==> config.mk <==
export PLATFORM = sky130hd
export DESIGN_NAME = sparse_encoder
export DESIGN_NICKNAME = d
export VERILOG_FILES = /design/src/rtl/sparse_pkg.sv /design/src/rtl/sparse_fifo.sv /design/src/rtl/sparse_encoder.sv
export SDC_FILE = /design/constraint.sdc
export NUM_CORES = 1
export LEC_CHECK = 0
export ABC_AREA = 1
export CORE_MARGIN = 2
export CORE_UTILIZATION = 55
export DETAILED_ROUTE_END_ITERATION = 16
export PLACE_DENSITY = 0.85
export SLEW_MARGIN = 20
export SYNTH_ARGS = -nofsm -noshare
export SYNTH_HDL_FRONTEND = slang
export SYNTH_SLANG_ARGS = --single-unit
==> constraint.sdc <==
create_clock -name clk -period 4.2 [get_ports clk]
set_input_delay 1.05 -clock clk [delete_from_list [all_inputs] [get_ports clk]]
set_output_delay 1.05 -clock clk [all_outputs]
set_load 0.01 [all_outputs]
==> src/rtl/sparse_pkg.sv <==
// Shared types and field layout for the dense-to-sparse encoder.
package sparse_pkg;

  typedef enum logic [1:0] {
    ST_RUN   = 2'd0,
    ST_DRAIN = 2'd1,
    ST_DONE  = 2'd2
  } state_e;

  localparam int WORD_LENGTH = 8;
  localparam int ENTRY_W     = 3 * WORD_LENGTH;

  // Entry layout is {value, col, row}, row in the least-significant field.
  localparam int VALUE_SLOT = 2;
  localparam int COL_SLOT   = 1;
  localparam int ROW_SLOT   = 0;

  function automatic int entry_w(input int wl);
    return 3 * wl;
  endfunction

  function automatic int field_lsb(input int wl, input int slot);
    return slot * wl;
  endfunction

endpackage

==> src/rtl/sparse_fifo.sv <==
// Small synchronous FIFO for encoder triplets; the head is read combinationally so a
// push into an empty FIFO is presented on the following cycle.
module sparse_fifo #(
  parameter int WIDTH = 24,
  parameter int DEPTH = 4
) (
  input  logic             clk,
  input  logic             rst,
  input  logic             push_i,
  input  logic [WIDTH-1:0] push_data_i,
  input  logic             pop_i,
  output logic [WIDTH-1:0] head_o,
  output logic             full_o,
  output logic             empty_o
);

  localparam int AW = $clog2(DEPTH);
  localparam int CW = AW + 1;

  logic [WIDTH-1:0] mem_q [DEPTH];
  logic [AW-1:0]    wr_ptr_q, wr_ptr_d;
  logic [AW-1:0]    rd_ptr_q, rd_ptr_d;
  logic [CW-1:0]    count_q, count_d;
  logic             do_push, do_pop;

  assign full_o  = (count_q == CW'(DEPTH));
  assign empty_o = (count_q == '0);
  assign do_push = push_i && !full_o;
  assign do_pop  = pop_i && !empty_o;

  // Pointers wrap naturally because DEPTH is a power of two.
  always_comb begin
    wr_ptr_d = wr_ptr_q;
    rd_ptr_d = rd_ptr_q;
    count_d  = count_q;
    if (do_push) wr_ptr_d = wr_ptr_q + AW'(1);
    if (do_pop)  rd_ptr_d = rd_ptr_q + AW'(1);
    case ({do_push, do_pop})
      2'b10:   count_d = count_q + CW'(1);
      2'b01:   count_d = count_q - CW'(1);
      default: count_d = count_q;
    endcase
  end

  always_ff @(posedge clk or negedge rst) begin
    if (!rst) begin
      wr_ptr_q <= '0;
      rd_ptr_q <= '0;
      count_q  <= '0;
    end else begin
      wr_ptr_q <= wr_ptr_d;
      rd_ptr_q <= rd_ptr_d;
      count_q  <= count_d;
    end
  end

  always_ff @(posedge clk) begin
    if (do_push) mem_q[wr_ptr_q] <= push_data_i;
  end

  // Stale storage is masked so an empty FIFO always presents zeros.
  assign head_o = empty_o ? '0 : mem_q[rd_ptr_q];

endmodule

==> src/rtl/sparse_encoder.sv <==
// Converts a raster-order dense pixel stream into (value, col, row) triplets for
// nonzero pixels and reports the nonzero count of each completed frame.
module sparse_encoder
  import sparse_pkg::*;
#(
  parameter int word_length = 8,
  parameter int image_size  = 28,
  parameter int count_width = 16,
  parameter int fifo_depth  = 4
) (
  input  logic                   clk,
  input  logic                   rst,
  input  logic                   in_valid,
  output logic                   in_ready,
  input  logic [word_length-1:0] in_pixel,
  output logic                   out_valid,
  input  logic                   out_ready,
  output logic [word_length-1:0] out_value,
  output logic [word_length-1:0] out_col,
  output logic [word_length-1:0] out_row,
  output logic [count_width-1:0] valid_num,
  output logic                   frame_done
);

  localparam int EW      = entry_w(word_length);
  localparam int VAL_LSB = field_lsb(word_length, VALUE_SLOT);
  localparam int COL_LSB = field_lsb(word_length, COL_SLOT);
  localparam int ROW_LSB = field_lsb(word_length, ROW_SLOT);
  localparam logic [word_length-1:0] LAST_IDX = word_length'(image_size - 1);

  state_e                 state_q, state_d;
  logic [word_length-1:0] col_q, row_q;
  logic [count_width-1:0] nz_cnt_q, valid_num_q;
  logic                   rdy_en_q;
  logic                   fifo_full, fifo_empty;
  logic [EW-1:0]          fifo_head;
  logic                   accept, nz_push, last_px, pop;

  assign accept  = in_valid && in_ready;
  assign nz_push = accept && (|in_pixel);
  assign last_px = accept && (col_q == LAST_IDX) && (row_q == LAST_IDX);
  assign pop     = out_valid && out_ready;

  sparse_fifo #(
    .WIDTH (EW),
    .DEPTH (fifo_depth)
  ) u_fifo (
    .clk         (clk),
    .rst         (rst),
    .push_i      (nz_push),
    .push_data_i ({in_pixel, col_q, row_q}),
    .pop_i       (pop),
    .head_o      (fifo_head),
    .full_o      (fifo_full),
    .empty_o     (fifo_empty)
  );

  always_ff @(posedge clk or negedge rst) begin
    if (!rst) state_q <= ST_RUN;
    else      state_q <= state_d;
  end

  always_comb begin
    state_d = state_q;
    case (state_q)
      ST_RUN:   if (last_px) state_d = ST_DRAIN;
      ST_DRAIN: if (fifo_empty) state_d = ST_DONE;
      ST_DONE:  state_d = ST_RUN;
      default:  state_d = ST_RUN;
    endcase
  end

  // rdy_en_q holds in_ready low through reset and releases it one edge later.
  always_comb begin
    in_ready   = rdy_en_q && (state_q == ST_RUN) && !fifo_full;
    frame_done = (state_q == ST_DONE);
  end

  always_ff @(posedge clk or negedge rst) begin
    if (!rst) begin
      col_q       <= '0;
      row_q       <= '0;
      nz_cnt_q    <= '0;
      valid_num_q <= '0;
      rdy_en_q    <= 1'b0;
    end else begin
      rdy_en_q <= 1'b1;
      if (state_q == ST_DONE) begin
        col_q       <= '0;
        row_q       <= '0;
        nz_cnt_q    <= '0;
        valid_num_q <= nz_cnt_q;
      end else begin
        if (accept) begin
          if (col_q == LAST_IDX) begin
            col_q <= '0;
            row_q <= row_q + word_length'(1);
          end else begin
            col_q <= col_q + word_length'(1);
          end
        end
        if (nz_push) nz_cnt_q <= nz_cnt_q + count_width'(1);
      end
    end
  end

  assign out_valid = !fifo_empty;
  assign out_value = fifo_head[VAL_LSB +: word_length];
  assign out_col   = fifo_head[COL_LSB +: word_length];
  assign out_row   = fifo_head[ROW_LSB +: word_length];
  assign valid_num = valid_num_q;

endmodule

# ---- Yosys cells after proc, flatten, opt, wreduce, memory -nomap -nowiden
# Memory sizes are Yosys's and may differ from the RTL's.
# Cells that the tools add are included.
dict set report op_classes {
  n_reduce_logical 20
  n_addsub 7
  n_eq_ne 9
  mux 15
}
# operator count
set op_table {}
lappend op_table {{two-way mux 8 bit} 6}
lappend op_table {{two-way mux 16 bit} 2}
lappend op_table {{two-way mux 24 bit} 1}
lappend op_table {{adder 16 x 1 -> 16 bit (second input constant)} 1}
lappend op_table {{adder 8 x 1 -> 8 bit (second input constant)} 2}
lappend op_table {{== test 8 x 5 -> 1 bit (second input constant)} 2}
lappend op_table {{logical AND 1 bit} 9}
lappend op_table {{nonzero test 2 bit} 4}
lappend op_table {{OR reduction 8 bit} 1}
lappend op_table {{case mux 3 bit (2 select lines)} 1}
lappend op_table {{adder 2 x 1 -> 2 bit (second input constant)} 2}
lappend op_table {{== test 2 x 1 -> 1 bit (second input constant)} 2}
lappend op_table {{== test 2 bit (second input constant)} 2}
lappend op_table {{two-way mux 2 bit} 2}
lappend op_table {{case mux 2 bit (2 select lines)} 1}
lappend op_table {{AND reduction 2 bit} 2}
lappend op_table {{adder 3 x 1 -> 3 bit (second input constant)} 1}
lappend op_table {{== test 3 bit (second input constant)} 1}
lappend op_table {{logical NOT 3 bit} 1}
lappend op_table {{subtractor 3 x 1 -> 3 bit (second input constant)} 1}
lappend op_table {{logical NOT 1 bit} 2}
lappend op_table {{logical NOT 2 bit} 1}
lappend op_table {{two-way mux 1 bit} 2}
lappend op_table {{!= test 2 x 1 -> 1 bit (second input constant)} 1}
lappend op_table {{!= test 2 bit (second input constant)} 1}
dict set report word_totals {
  n_memories 1
  reg_bits 58
  out_inout_bits 43
  ram_bits 96
}
# name words width rd rd_ports_with_merged_regs write_ports line_no
set mem_list {}
lappend mem_list {u_fifo.mem_q 4 24 1 0 1 sparse_fifo.sv:20} ;# logic [WIDTH-1:0] mem_q [DEPTH];

# ---- Longest topological paths before layout
# Gate-level depths: netlist of the first run.
dict set report depth {
  ltp_word 8
  ltp_mapped 12
  depth_no_buf 12
}

# ---- Cells and area by module
# Synthesis of the first run repeated with hierarchy kept, for this count alone.
dict set report hier_totals {
  cells_unflattened 809
  area_unflattened_um2 7334.5
}
# module area_per_inst_um2 instances cells_each
set modules_own_cells {}
lappend modules_own_cells {sparse_fifo 4528.1 1 437}
lappend modules_own_cells {sparse_encoder 2806.4 1 372}

# ---- Worst setup path before layout of the first run
# No wires, ideal clock.
dict set report synth_path {
  path_kind {input to register}
  start {input port in_pixel[7]}
  end {memory u_fifo.mem_q[0][0] (enable)}
  slack_ns 1.277
  arrival_ns 2.518
  path_stages 6
  required_time_ns 3.795
  path_buffers 0
  path_cell_list {nor2_1 nand2_1 nor2_1 nor2_4 inv_1 nor2_1}
}
dict set report synth_between {
  elab_chain_len 5
}
# element line_no
set synth_rtl {}
lappend synth_rtl {{start: declaration} sparse_encoder.sv:15} ;# input logic [word_length-1:0] in_pixel,
lappend synth_rtl {{OR reduction 8 bit} sparse_encoder.sv:40} ;# assign nz_push = accept && (|in_pixel);
lappend synth_rtl {{logical AND 1 bit} sparse_encoder.sv:40}
lappend synth_rtl {{logical AND 1 bit} sparse_fifo.sv:28} ;# assign do_push = push_i && !full_o;
lappend synth_rtl {{two-way mux 1 bit} sparse_fifo.sv:58} ;# if (do_push) mem_q[wr_ptr_q] <= push_data_i;
lappend synth_rtl {{two-way mux 1 bit (implied by the code)} sparse_fifo.sv:58}
lappend synth_rtl {{end: declaration} sparse_fifo.sv:20}
# Every way passes these cells.

# ---- Final worst setup path of the first run
dict set report layout_path {
  start {register u_fifo.rd_ptr_q[0]}
  end {output port out_row[7]}
}
dict set report layout_between {
  elab_chain_len 2
}
# element line_no
set layout_rtl {}
lappend layout_rtl {{start: declaration} sparse_fifo.sv:22} ;# logic [AW-1:0] rd_ptr_q, rd_ptr_d;
lappend layout_rtl {{start signal: assignment} sparse_fifo.sv:52} ;# rd_ptr_q <= rd_ptr_d;
lappend layout_rtl {{memory (4 x 24 bit)} -}
lappend layout_rtl {{two-way mux 24 bit} sparse_fifo.sv:62} ;# assign head_o = empty_o ? '0 : mem_q[rd_ptr_q];
lappend layout_rtl {{end: declaration} sparse_encoder.sv:20} ;# output logic [word_length-1:0] out_row,
# Every way passes these cells.

==> out/qor.yml, run 1 <==
run_status:
  status: "finished clean"
route:
  route.vias.total: 4935
  drt_first_pass_iters: 5
  post-route-drc-count: 0
  vias_per_cell: 5.38
  ant_nets: 0
  drtIter0Drc: 422
  post_drt_wl_per_cell_um: 15.4
  wl_um: 14100
clocking:
  cts_tree: "done"
  numCtsBuffers: 17
  h-tree-depth: 4
  clkLatencyLatePin_ns: 0.43
  hold_buffers: 0
  cts_setup_buffers: 0
  clk_pin_slew_ns: 0.06
  clkSinkCount: 154
  post_cts_resized: 0
  clock_path_buffers: 2
  root_buffer: "clkbuf_16"
sta:
  drv_slew: 0
  skew_ns: 0.00585
  rsz0062_at_grt: "false"
  hold_violations: 0
  tns_ns: 0
  final-setup-viol-count: 0
  max_slew_margin_pct: 44.1
  worstMarginPinSlew_ns: 0.837
  min_period_ns: 3.65
  fin_crit_sh_pct: 87.0
  fmax_ghz: 0.274
final_layout:
  diodes: 0
  syn_to_final_growth_pct: 18.9
  stdcell_count: 917
  fin_area_um2: 8100
  drive_gt1_share_pct: 9.88
  final_nets: 757
  final.fill_count: 860
  final_util_pct: 67.1
global_route:
  grt_pass1_vias: 4980
  globalRouteMet1Util_pct: 27.3
  grt_use_met2_pct: 39.7
  grt.busiest_layer: "met2"
  grt_pass1_wl_um: 23300
  grt_util_all_layers_pct: 23.2
  grt_use_met3_pct: 7.06
  antenna_found_initial: 0
  grt_max_degree: 55
  overflow: 0
worst_setup_path:
  setup.worst_path.start_class: "flip-flop"
  rr_worst_depth: 10
  cp.required_ns: 3.15
  critical-path-slowest-cell: "clkdlybuf4s50_1"
  worst_path_largest_cell_delay_ns: 0.59
  worstSetupPathType: "reg -> out"
  end_kind: "primary output"
  crit_path_max_fanout: 48
  critPathArrivalTime_ns: 2.60
  r2r_slack_ns: 1.83
  reg2reg_from: "state_q[0]"
  reg2reg_to: "u_fifo.count_q[1]"
  path_cells: "buf_4 -> inv_2 -> o21ai_0 -> a21oi_1 -> clkdlybuf4s50_1"
synth:
  ys_ff_latch: 154
  syn_nets: 699
  synthArstFlopShare_pct: 37.7
  avgSynthCellArea_um2: 10.0
  ys_types: 34
  syn_inst: 678
  synth_flop_cell: "edfxtp_1"
  ys_warn_count: 0
  synth_edf_count: 96
  syn_area_um2: 6810
  ys_seq_area_share_pct: 63.7
place:
  placed_cells: 885
  dpl_cell_area_um2: 7520
  numPortBuffers: 54
  place.gp.congestion: 0.828
  place_hpwl_um: 8830
die:
  die-area_um2: 13300
  rows: 40
  io_pins: 55
  die_x_um: 115
  initial_core_util_pct: 56.5
  core_um2: 12100
  die_h_um: 115
pwr:
  power_w: 0.00509
  p_leak_nw: 3.27
  power_density_nw_per_um2: 629
  irDropWorstVdd_mv: 0.298
flow_run:
  maxCapViolations: 0
min_path:
  hp-class: "reg -> reg"
  hold_depth: 2
  whs_endpoint: "valid_num[4]"
  hp-start: "valid_num[4]"
final cells by class:
cell class | count | area [um^2] | area share [%]
inverters | 46 | 173 | 2.13
clock inverters | 14 | 139 | 1.72
well taps | 168 | 210 | 2.60
clock buffers | 18 | 439 | 5.43
repair buffers | 66 | 626 | 7.73
flip-flops and latches | 154 | 4330 | 53.5
multi-input cells | 451 | 2170 | 26.9
synthesized netlist by cell type, types with 2 or more instances:
library cell / count / area, um^2
nand2_2: 2 / 12.5
ha_1: 8 / 100
nand2_1: 122 / 458
nand4_1: 11 / 68.8
xor2_1: 11 / 96.3
o21ai_0: 65 / 325
buf_6: 3 / 33.8
nor2_4: 3 / 33.8
o21ai_1: 3 / 15.0
nor3_1: 3 / 15.0
dfrtp_1: 58 / 1450
nand3_1: 34 / 170
a21oi_1: 30 / 150
clkbuf_1: 15 / 56.3
o21ai_2: 7 / 61.3
buf_2: 8 / 40.0
inv_1: 40 / 150
xnor2_1: 3 / 26.3
edfxtp_1: 96 / 2880
inv_2: 5 / 18.8
nand3b_1: 2 / 15.0
nor2_2: 2 / 12.5
nor2_1: 135 / 507
or2_2: 2 / 12.5
metal layers:
| layer | share of wire (%) | up-vias |
|---|---|---|
| met3 | 7.6 | 22 |
| met2 | 51 | 173 |
| met5 | 0 | - |
| met1 | 40 | 2354 |
| li1 | - | 2386 |
| met4 | 1.7 | 0 |
cells by family (layout without fill, tap and decap cells):
| family | after synthesis | after routing | share of synthesized area (%) |
|---|---|---|---|
| fa+ha+maj | 9 | 9 | 1.76 |
| flops | 154 | 154 | 63.7 |
| xor+xnor | 14 | 14 | 1.80 |
| buf+inv | 73 | 144 | 4.56 |
| simple gates | 320 | 320 | 19.8 |
| compound gates | 107 | 107 | 8.34 |
| other cells | 1 | 1 | 0.0551 |
critical path: cells and delay by family, from the launching register on:
family	cells	cell delay [ns]
buf+inv	3	1.35
compound gates	2	0.43
flops	1	0.38
registers in the layout, summed over array words and instances, names as in the netlist:
name	cells
state_q	2
u_fifo.mem_q	96
rdy_en_q	1
u_fifo.count_q	3
u_fifo.wr_ptr_q	2
u_fifo.rd_ptr_q	2
nz_cnt_q	16
valid_num	16
col_q	8
row_q	8
how the worst max path moves through the flow:
| stage | from | end | slack (ns) | cells after the start |
|---|---|---|---|---|
| finish | u_fifo.rd_ptr_q[0] | out_row[7] | 0.55 | 5 |
| global route | u_fifo.rd_ptr_q[0] | out_row[3] | 0.38 | 5 |
| CTS | u_fifo.rd_ptr_q[0] | out_row[7] | 0.52 | 5 |
| detailed placement | in_pixel[4] | u_fifo.count_q[2] | 0.65 | 12 |
| global placement | in_pixel[7] | u_fifo.count_q[2] | 0.72 | 12 |
| floorplan | in_pixel[7] | u_fifo.mem_q[0][0] | 1.28 | 6 |
placed cells by master, fill, tap and decap left out, drive strengths merged, types with 18 or more instances in the layout:
master         count
edfxtp            96
nor2             140
nand3             36
nand2            124
dfrtp             58
clkbuf            18
clkdlybuf4s50     53
o21ai             75
inv               49
a21oi             30
metrics by stage:
| stage | hold slack [ns] | setup WS, ns |
|---|---|---|
| after global placement | 0.459 | 0.715 |
| after CTS | 0.480 | 0.522 |
| after detailed placement | 0.464 | 0.653 |
| final | 0.476 | 0.546 |
| after floorplan | 0.472 | 1.28 |
| after global routing | 0.496 | 0.379 |
report_power, final:
part / total [W] / internal (W) / leakage [nW] / switching [W]
Clock: 0.00147 / 0.000843 / 0.281 / 0.000627
Combinational: 0.00166 / 0.000710 / 1.32 / 0.000945
Sequential: 0.00196 / 0.00183 / 1.66 / 0.000134
Total: 0.00509 / 0.00338 / 3.27 / 0.00171
Note: power is estimated with default switching activity, not from simulation.
==> run 2, diff against run 1 <==
- CORE_UTILIZATION: 55 -> 50
- PLACE_DENSITY: 0.85 -> 0.79
==> out/qor.yml, run 2 (synthesis gave the netlist of run 1 again) <==
global_route:
  grt_pass1_wl_um: 22700  # was 23,300 um
  grt_util_all_layers_pct: 20.2  # was 23.2%
  grt_pass1_vias: 4843  # was 4,980
  antenna_found_initial: 0  # unchanged
  grt_max_degree: 55  # unchanged
  overflow: 0  # unchanged
pwr:
  p_comb_share_pct: 32.1  # was 32.5%
  seqPwrFrac_pct: 38.6  # about the same
  p_leak_nw: 3.27  # about the same
  power_density_nw_per_um2: 628  # was 629 nW/um^2
  p_sw_share_pct: 32.1  # was 33.5%
  irDropWorstVdd_mv: 0.367  # was 0.298 mV
  p_int_w: 0.00346  # was 0.00338 W
  p_clk_share_pct: 29.4  # was 28.9%
  power.switching_w: 0.00164  # was 0.00171 W
worst_setup_path:
  worstSetupPathType: "reg -> out"  # unchanged
  end_kind: "primary output"  # unchanged
  path_delay_family: "buffers and inverters"  # unchanged
  cp.depth: 5  # unchanged
  rr_worst_depth: 10  # unchanged
  worst_path_largest_cell_delay_ns: 0.58  # was 0.59 ns
  worstSetupEndpoint: "out_row[6]"  # was out_row[7]
  path_cells: "buf_4 -> inv_2 -> o21ai_0 -> a21oi_1 -> clkdlybuf4s50_1"  # unchanged
  critical-path-slowest-cell: "clkdlybuf4s50_1"  # unchanged
  path_buf_inv: 3  # unchanged
  critPathArrivalTime_ns: 2.56  # was 2.60 ns
  crit_path_max_fanout: 48  # unchanged
  reg2reg_to: "u_fifo.count_q[1]"  # unchanged
  reg2reg_from: "state_q[0]"  # unchanged
  cp.required_ns: 3.15  # about the same
  startpoint: "u_fifo.rd_ptr_q[0]"  # unchanged
  r2r_slack_ns: 1.86  # was 1.83 ns
  setup.worst_path.start_class: "flip-flop"  # unchanged
final_layout:
  largest_register_ffs: 96  # unchanged
  diodes: 0  # unchanged
  final_nets: 757  # unchanged
  drive_gt1_share_pct: 9.61  # was 9.88%
  largest_register: "u_fifo.mem_q"  # unchanged
  register_area_um2: 4330  # unchanged
  syn_to_final_growth_pct: 19.2  # was 18.9%
  final.fill_count: 1067  # was 860
  layout_commonest_cell: "nor2_1"  # unchanged
  final_cell_mix: "131 x nor2_1, 122 x nand2_1, 96 x edfxtp_1"  # unchanged
  multiInputGateArea_um2: 2170  # unchanged
clocking:
  clkSinkCount: 154  # unchanged
  clk_pin_slew_ns: 0.06  # about the same
  post_cts_resized: 0  # unchanged
  hold_buffers: 0  # unchanged
  cts_tree: "done"  # unchanged
  cts_setup_buffers: 0  # unchanged
  clock_path_buffers: 2  # unchanged
  root_buffer: "clkbuf_16"  # unchanged
  numCtsBuffers: 17  # unchanged
  h-tree-depth: 4  # unchanged
  clkLatencyLatePin_ns: 0.42  # was 0.43 ns
min_path:
  hp-start: "valid_num[8]"  # was valid_num[4]
  hp-class: "reg -> reg"  # unchanged
run_status:
  status: "finished clean"  # unchanged
die:
  rows: 42  # was 40
  die_x_um: 121  # was 115 um
  initial_core_util_pct: 51.2  # was 56.5%
  die-area_um2: 14600  # was 13,300 um^2
  die_h_um: 121  # was 115 um
  io_pins: 55  # unchanged
  core_um2: 13300  # was 12,100 um^2
sta:
  fmax_ghz: 0.277  # was 0.274 GHz
  whs_ns: 0.482  # was 0.476 ns
  rsz0062_at_grt: "false"  # unchanged
  hold_violations: 0  # unchanged
  drv_slew: 0  # unchanged
  worstMarginPinSlew_ns: 0.817  # was 0.837 ns
  fin_crit_sh_pct: 86.1  # was 87.0%
  max_slew_margin_pct: 45.5  # was 44.1%
  final-setup-viol-count: 0  # unchanged
  min_period_ns: 3.61  # was 3.65 ns
  tns_ns: 0  # unchanged
  skew_ns: 0.00682  # was 0.00585 ns
route:
  route.vias.total: 4893  # was 4,935
  ant_nets: 0  # unchanged
  wl_um: 13800  # was 14,100 um
  drt_first_pass_iters: 5  # unchanged
  post_drt_wl_per_cell_um: 15.0  # was 15.4 um
  vias_per_cell: 5.29  # was 5.38
  drtIter0Drc: 334  # was 422
  post-route-drc-count: 0  # unchanged
place:
  numPortBuffers: 54  # unchanged
  place_hpwl_um: 8790  # was 8830 um
  place.gp.congestion: 0.856  # was 0.828
flow_run:
  maxCapViolations: 0  # unchanged
run 2: changes by cell type in the layout (fill, tap and decap cells not counted):
cell       before  now
inv_8           2    0
clkinv_2        2    3
clkbuf_8        1    3
clkbuf_1        0    2
bufinv_16       1    2
clkinv_4        5    1
run 2: through the flow:
step                      cell area, um^2  cells  power (W)  util (%)  setup WS (ns)
after global placement               7530    893    0.00357      56.6          0.717
after global routing                 8120    925    0.00537      61.1          0.399
after floorplan                      6810    678    0.00291         -           1.28
final                                8120    925    0.00510      61.1          0.585
after CTS                            8120    925    0.00514      61.1          0.549
after detailed placement             7530    893    0.00363      56.6          0.673
run 2: worst min-delay path by stage:
stage / slack, ns / endpoint / cells after the start
after floorplan: 0.47 / nz_cnt_q[15] / 2
after global placement: 0.46 / valid_num[4] / 2
after detailed placement: 0.46 / valid_num[5] / 2
after CTS: 0.48 / valid_num[8] / 2
after global routing: 0.51 / valid_num[5] / 2
final: 0.48 / valid_num[8] / 2
run 2: layout make-up:
| type | count | area share [%] |
|---|---|---|
| clock buffer | 22 | 5.84 |
| clock inverter | 10 | 1.43 |
| inverter | 46 | 2.13 |
| multi-input combinational | 451 | 26.8 |
| sequential | 154 | 53.4 |
| tap | 176 | 2.71 |
| timing repair buffer | 66 | 7.71 |
run 2: power groups by stage:
stage | combinational, W | sequential (W) | clock (W)
detailed placement | 0.00164 | 0.00199 | 0
floorplan | 0.000952 | 0.00195 | 0
global placement | 0.00159 | 0.00198 | 0
CTS | 0.00165 | 0.00196 | 0.00152
finish | 0.00163 | 0.00196 | 0.00150
global route | 0.00180 | 0.00198 | 0.00158
run 2: worst reg2reg max path, stage by stage, from the launching register on:
cell and delay (ns):
dfrtp_1 0.41, inv_2 0.08, nand2_2 0.07, nor2_4 0.11, nand3_4 0.13, nor2_4 0.35, inv_1 0.21, ha_1 0.23
inv_1 0.09, fa_1 0.41, o21ai_0 0.17
run 2: routing by layer:
layer  GRT usage [%]  wire length, um
met2            35.5             7150
met5               0                0
met4            7.41              187
met3            4.53              597
met1            24.3             5910
==> edit 1 (settings of run 2) <==
`count_width`: 16 -> 18.
--- a/src/rtl/sparse_encoder.sv
+++ b/src/rtl/sparse_encoder.sv
@@ -7,3 +7,3 @@
   parameter int image_size  = 28,
-  parameter int count_width = 16,
+  parameter int count_width = 18,
   parameter int fifo_depth  = 4
Ports: changed (resized valid_num); port bits go from 55 to 57. No check against the original RTL was run, so the function may have changed too.
==> edit 1 against run 2 <==
Sequential cell count is 4 higher; area after synthesis up 2.6%; clock power is 3% higher; wire length is 6.7% higher; power is 9.2% higher; final area grew 2.3%; count of clock-buffer cells in the layout is 4 lower; critical path depth fell by 1; setup slack lost 160 ps; critical endpoint is now out_row[5]; largest power group unchanged.
==> edit 1: results <==
set metrics [dict create \
    grt_max_degree 63 \
    min-delay-start "valid_num[2]" \
    async_reset_ff_share_pct 39.2 \
    vdd_ir_drop_max_mv 0.310 \
    use_met1_pct 24.6 \
    wl_per_cell_um 15.8 \
    wl_met3_um 824 \
    crit_slowest_cell "inv_2" \
    vias_per_cell 5.39 \
    use_met3_pct 5.20 \
    synthTopCellsByArea "edfxtp_1 (41%), dfrtp_1 (22%), nor2_1 (7.4%)" \
    multiInputCombCellCount 452 \
    grtUsageMet2_pct 37.0 \
    regToRegSetupSlack_ps 1900 \
    drtPass1Iterations 8 \
    met1_length_um 5980 \
    grt_pass1_wl_um 24100 \
    placed_cell_area_um2 7710 \
    postSynthCellCount 684 \
    cts.sinks 158 \
    grt_pass1_vias 5078 \
    pre_cts_slack_ps 749 \
    yosysSeqAreaShare_pct 63.5 \
    drt_iter0_drc 385 \
    syn-num-nets 705 \
    switching_share_pct 33.6 \
    holdWs_ps 485 \
    synth_fa_ha_area_share_pct 1.72 \
    die_width_um 122 \
    fin_crit_sh_pct 89.9 \
    drive_above_1_share_pct 10.1 \
    status "finished, final reports clean" \
    dr_wl_met2_um 7630 \
    endpoint "out_row[5]" \
    p_leak_uw 0.00325 \
    hold-path-endpoint "valid_num[2]" \
    synth_cell_types 40 \
    synth-compound-area-share_pct 9.36 \
]
edit 1: changes by cell type after synthesis, moves of 3 or more:
| cell | before | now |
|---|---|---|
| a21oi_1 | 30 | 26 |
| a21oi_2 | 0 | 4 |
| buf_2 | 8 | 11 |
| dfrtp_1 | 58 | 62 |
| nand2_1 | 122 | 105 |
| nand3_1 | 34 | 21 |
| nand4_1 | 11 | 17 |
| nor2_1 | 135 | 138 |
| o21ai_0 | 65 | 77 |
| o21ai_1 | 3 | 16 |
| o21ai_2 | 7 | 1 |
edit 1: power by group through the flow:
stage                     registers (µW)  logic (µW)  clock network [µW]
after detailed placement            2200        1850                   0
after CTS                           2170        1870                1560
final                               2170        1850                1540
after global routing                2210        2050                1630
after global placement              2180        1780                   0
after floorplan                     2140        1060                   0
edit 1: worst min-delay path: stages, from the launching register on:
cell and delay, ps:
dfrtp_1 340, nand2_1 50, o21ai_0 60
==> edit 2 (flow settings as in run 2) <==
Without the edit above. Reset style: synchronous (`rst`), changed in 3 clocked blocks.
--- a/src/rtl/sparse_fifo.sv
+++ b/src/rtl/sparse_fifo.sv
@@ -44,3 +44,3 @@
 
-  always_ff @(posedge clk or negedge rst) begin
+  always_ff @(posedge clk) begin
     if (!rst) begin
--- a/src/rtl/sparse_encoder.sv
+++ b/src/rtl/sparse_encoder.sv
@@ -57,3 +57,3 @@
 
-  always_ff @(posedge clk or negedge rst) begin
+  always_ff @(posedge clk) begin
     if (!rst) state_q <= ST_RUN;
@@ -78,3 +78,3 @@
 
-  always_ff @(posedge clk or negedge rst) begin
+  always_ff @(posedge clk) begin
     if (!rst) begin
Check against the original RTL: differs if rst is asserted again (counterexample within 4 cycles, from zero or initial values and one cycle with rst low); with rst held inactive, the same outputs for 4 cycles.
==> edit 2 against run 2 <==
Setup slack gained 160 ps; power shrank 22%; sequential cell count grew 2; critical path type unchanged; critical endpoint is now out_row[7]; clock power shrank 3%; area after synthesis shrank 2.1%; largest cell class unchanged; largest power group unchanged; sequential power shrank 13%; first-iteration DRC count grew 28%; wire length grew 0.41%; final area shrank 2.6%.
==> edit 2: results <==
set metrics [dict create \
    status "finished, final reports clean" \
    regToRegSetupSlack_ps 1830 \
    synth_common_cells "nor2_1 (159), edfxtp_1 (96), nand2_1 (89), o21ai_0 (75)" \
    grt_pass1_wl_um 23200 \
    hold-path-endpoint "u_fifo.rd_ptr_q[0]" \
    min-delay-start "u_fifo.rd_ptr_q[0]" \
    synth_cell_types 27 \
    grt_max_degree 49 \
    whs_path_depth 1 \
    grt_pass1_vias 5016 \
    vias 4941 \
    fillers 1072 \
    p_leak_uw 0.00283 \
    vias_per_cell 5.26 \
    wl_met3_um 692 \
    yosysSeqAreaShare_pct 61.2 \
    r2r-start "u_fifo.count_q[0]" \
    dp_cells 907 \
    finalNetCount 771 \
    synthTopCellsByArea "edfxtp_1 (43%), dfxtp_1 (18%), nor2_1 (8.9%)" \
    drt_iter0_drc 426 \
    globalplace.congestion 0.796 \
    met1_length_um 6000 \
    drive_above_1_share_pct 9.96 \
    grt_use_total_pct 20.7 \
    vdd_ir_drop_max_mv 0.270 \
    syn-num-nets 718 \
    rr_worst_depth 12 \
    dp_hpwl_um 8550 \
    dr_wl_met2_um 6910 \
    holdWs_ps 477 \
    r2r_end "u_fifo.count_q[2]" \
    wl_per_cell_um 14.8 \
    async_reset_ff_share_pct 0 \
]
==> edit 2: cell families (layout without fill, tap and decap cells) <==
group	Yosys count	after routing	synth area share, %
and+or+nand+nor	296	296	18.8
DFF	156	156	61.2
xor gates and xnor gates	9	9	1.18
adders and majority gates	9	9	1.80
AOI/OAI and AO/OA	147	147	11.6
buffers and inverters	80	146	5.35
==> edit 2: metal layers <==
layer,global-route usage [%],up-vias
met4,10.2,0
met1,24.9,2343
met5,0,-
li1,-,2434
met2,34.5,141
met3,5.37,23
==> edit 2: stage by stage <==
stage,worst slack [ps],util (%),area (µm²)
after floorplan,1170,-,6670
after global placement,699,55.9,7340
after detailed placement,627,55.9,7340
after CTS,759,60.2,7910
after global routing,595,60.2,7910
final,746,60.2,7910
==> edit 2: report_power, final <==
part           leakage, µW  total, µW  internal [µW]  switching [µW]
Sequential         0.00143       1700           1670            27.8
Combinational      0.00113        845            338             507
Clock             0.000263       1450            821             625
==> edit 2: how the worst max path moves through the flow <==
stage | slack, ps | to | startpoint | cells past startpoint
finish | 750 | out_row[7] | flop | 6
global route | 600 | out_col[6] | flop | 6
CTS | 760 | out_row[7] | flop | 6
detailed placement | 630 | u_fifo.count_q[2] | in_pixel[0] | 13
global placement | 700 | u_fifo.count_q[2] | in_pixel[0] | 13
floorplan | 1170 | u_fifo.mem_q[0][0] | in_pixel[7] | 7
==> edit 2: cell type report <==
cell class | count | share of cell area (%)
clock buffer | 17 | 5.38
clock inverter | 15 | 1.76
inverter | 51 | 2.42
timing repair buffer | 63 | 7.69
sequential | 156 | 51.6
tap | 176 | 2.78
multi-input combinational | 461 | 28.3
==> edit 2: worst max-delay path, stage by stage, from the launching register on <==
cell	delay, ps
dfxtp_1	350
buf_4	460
nor2_1	100
nor2_1	110
o21ai_0	110
a21oi_1	250
clkdlybuf4s50_1	580
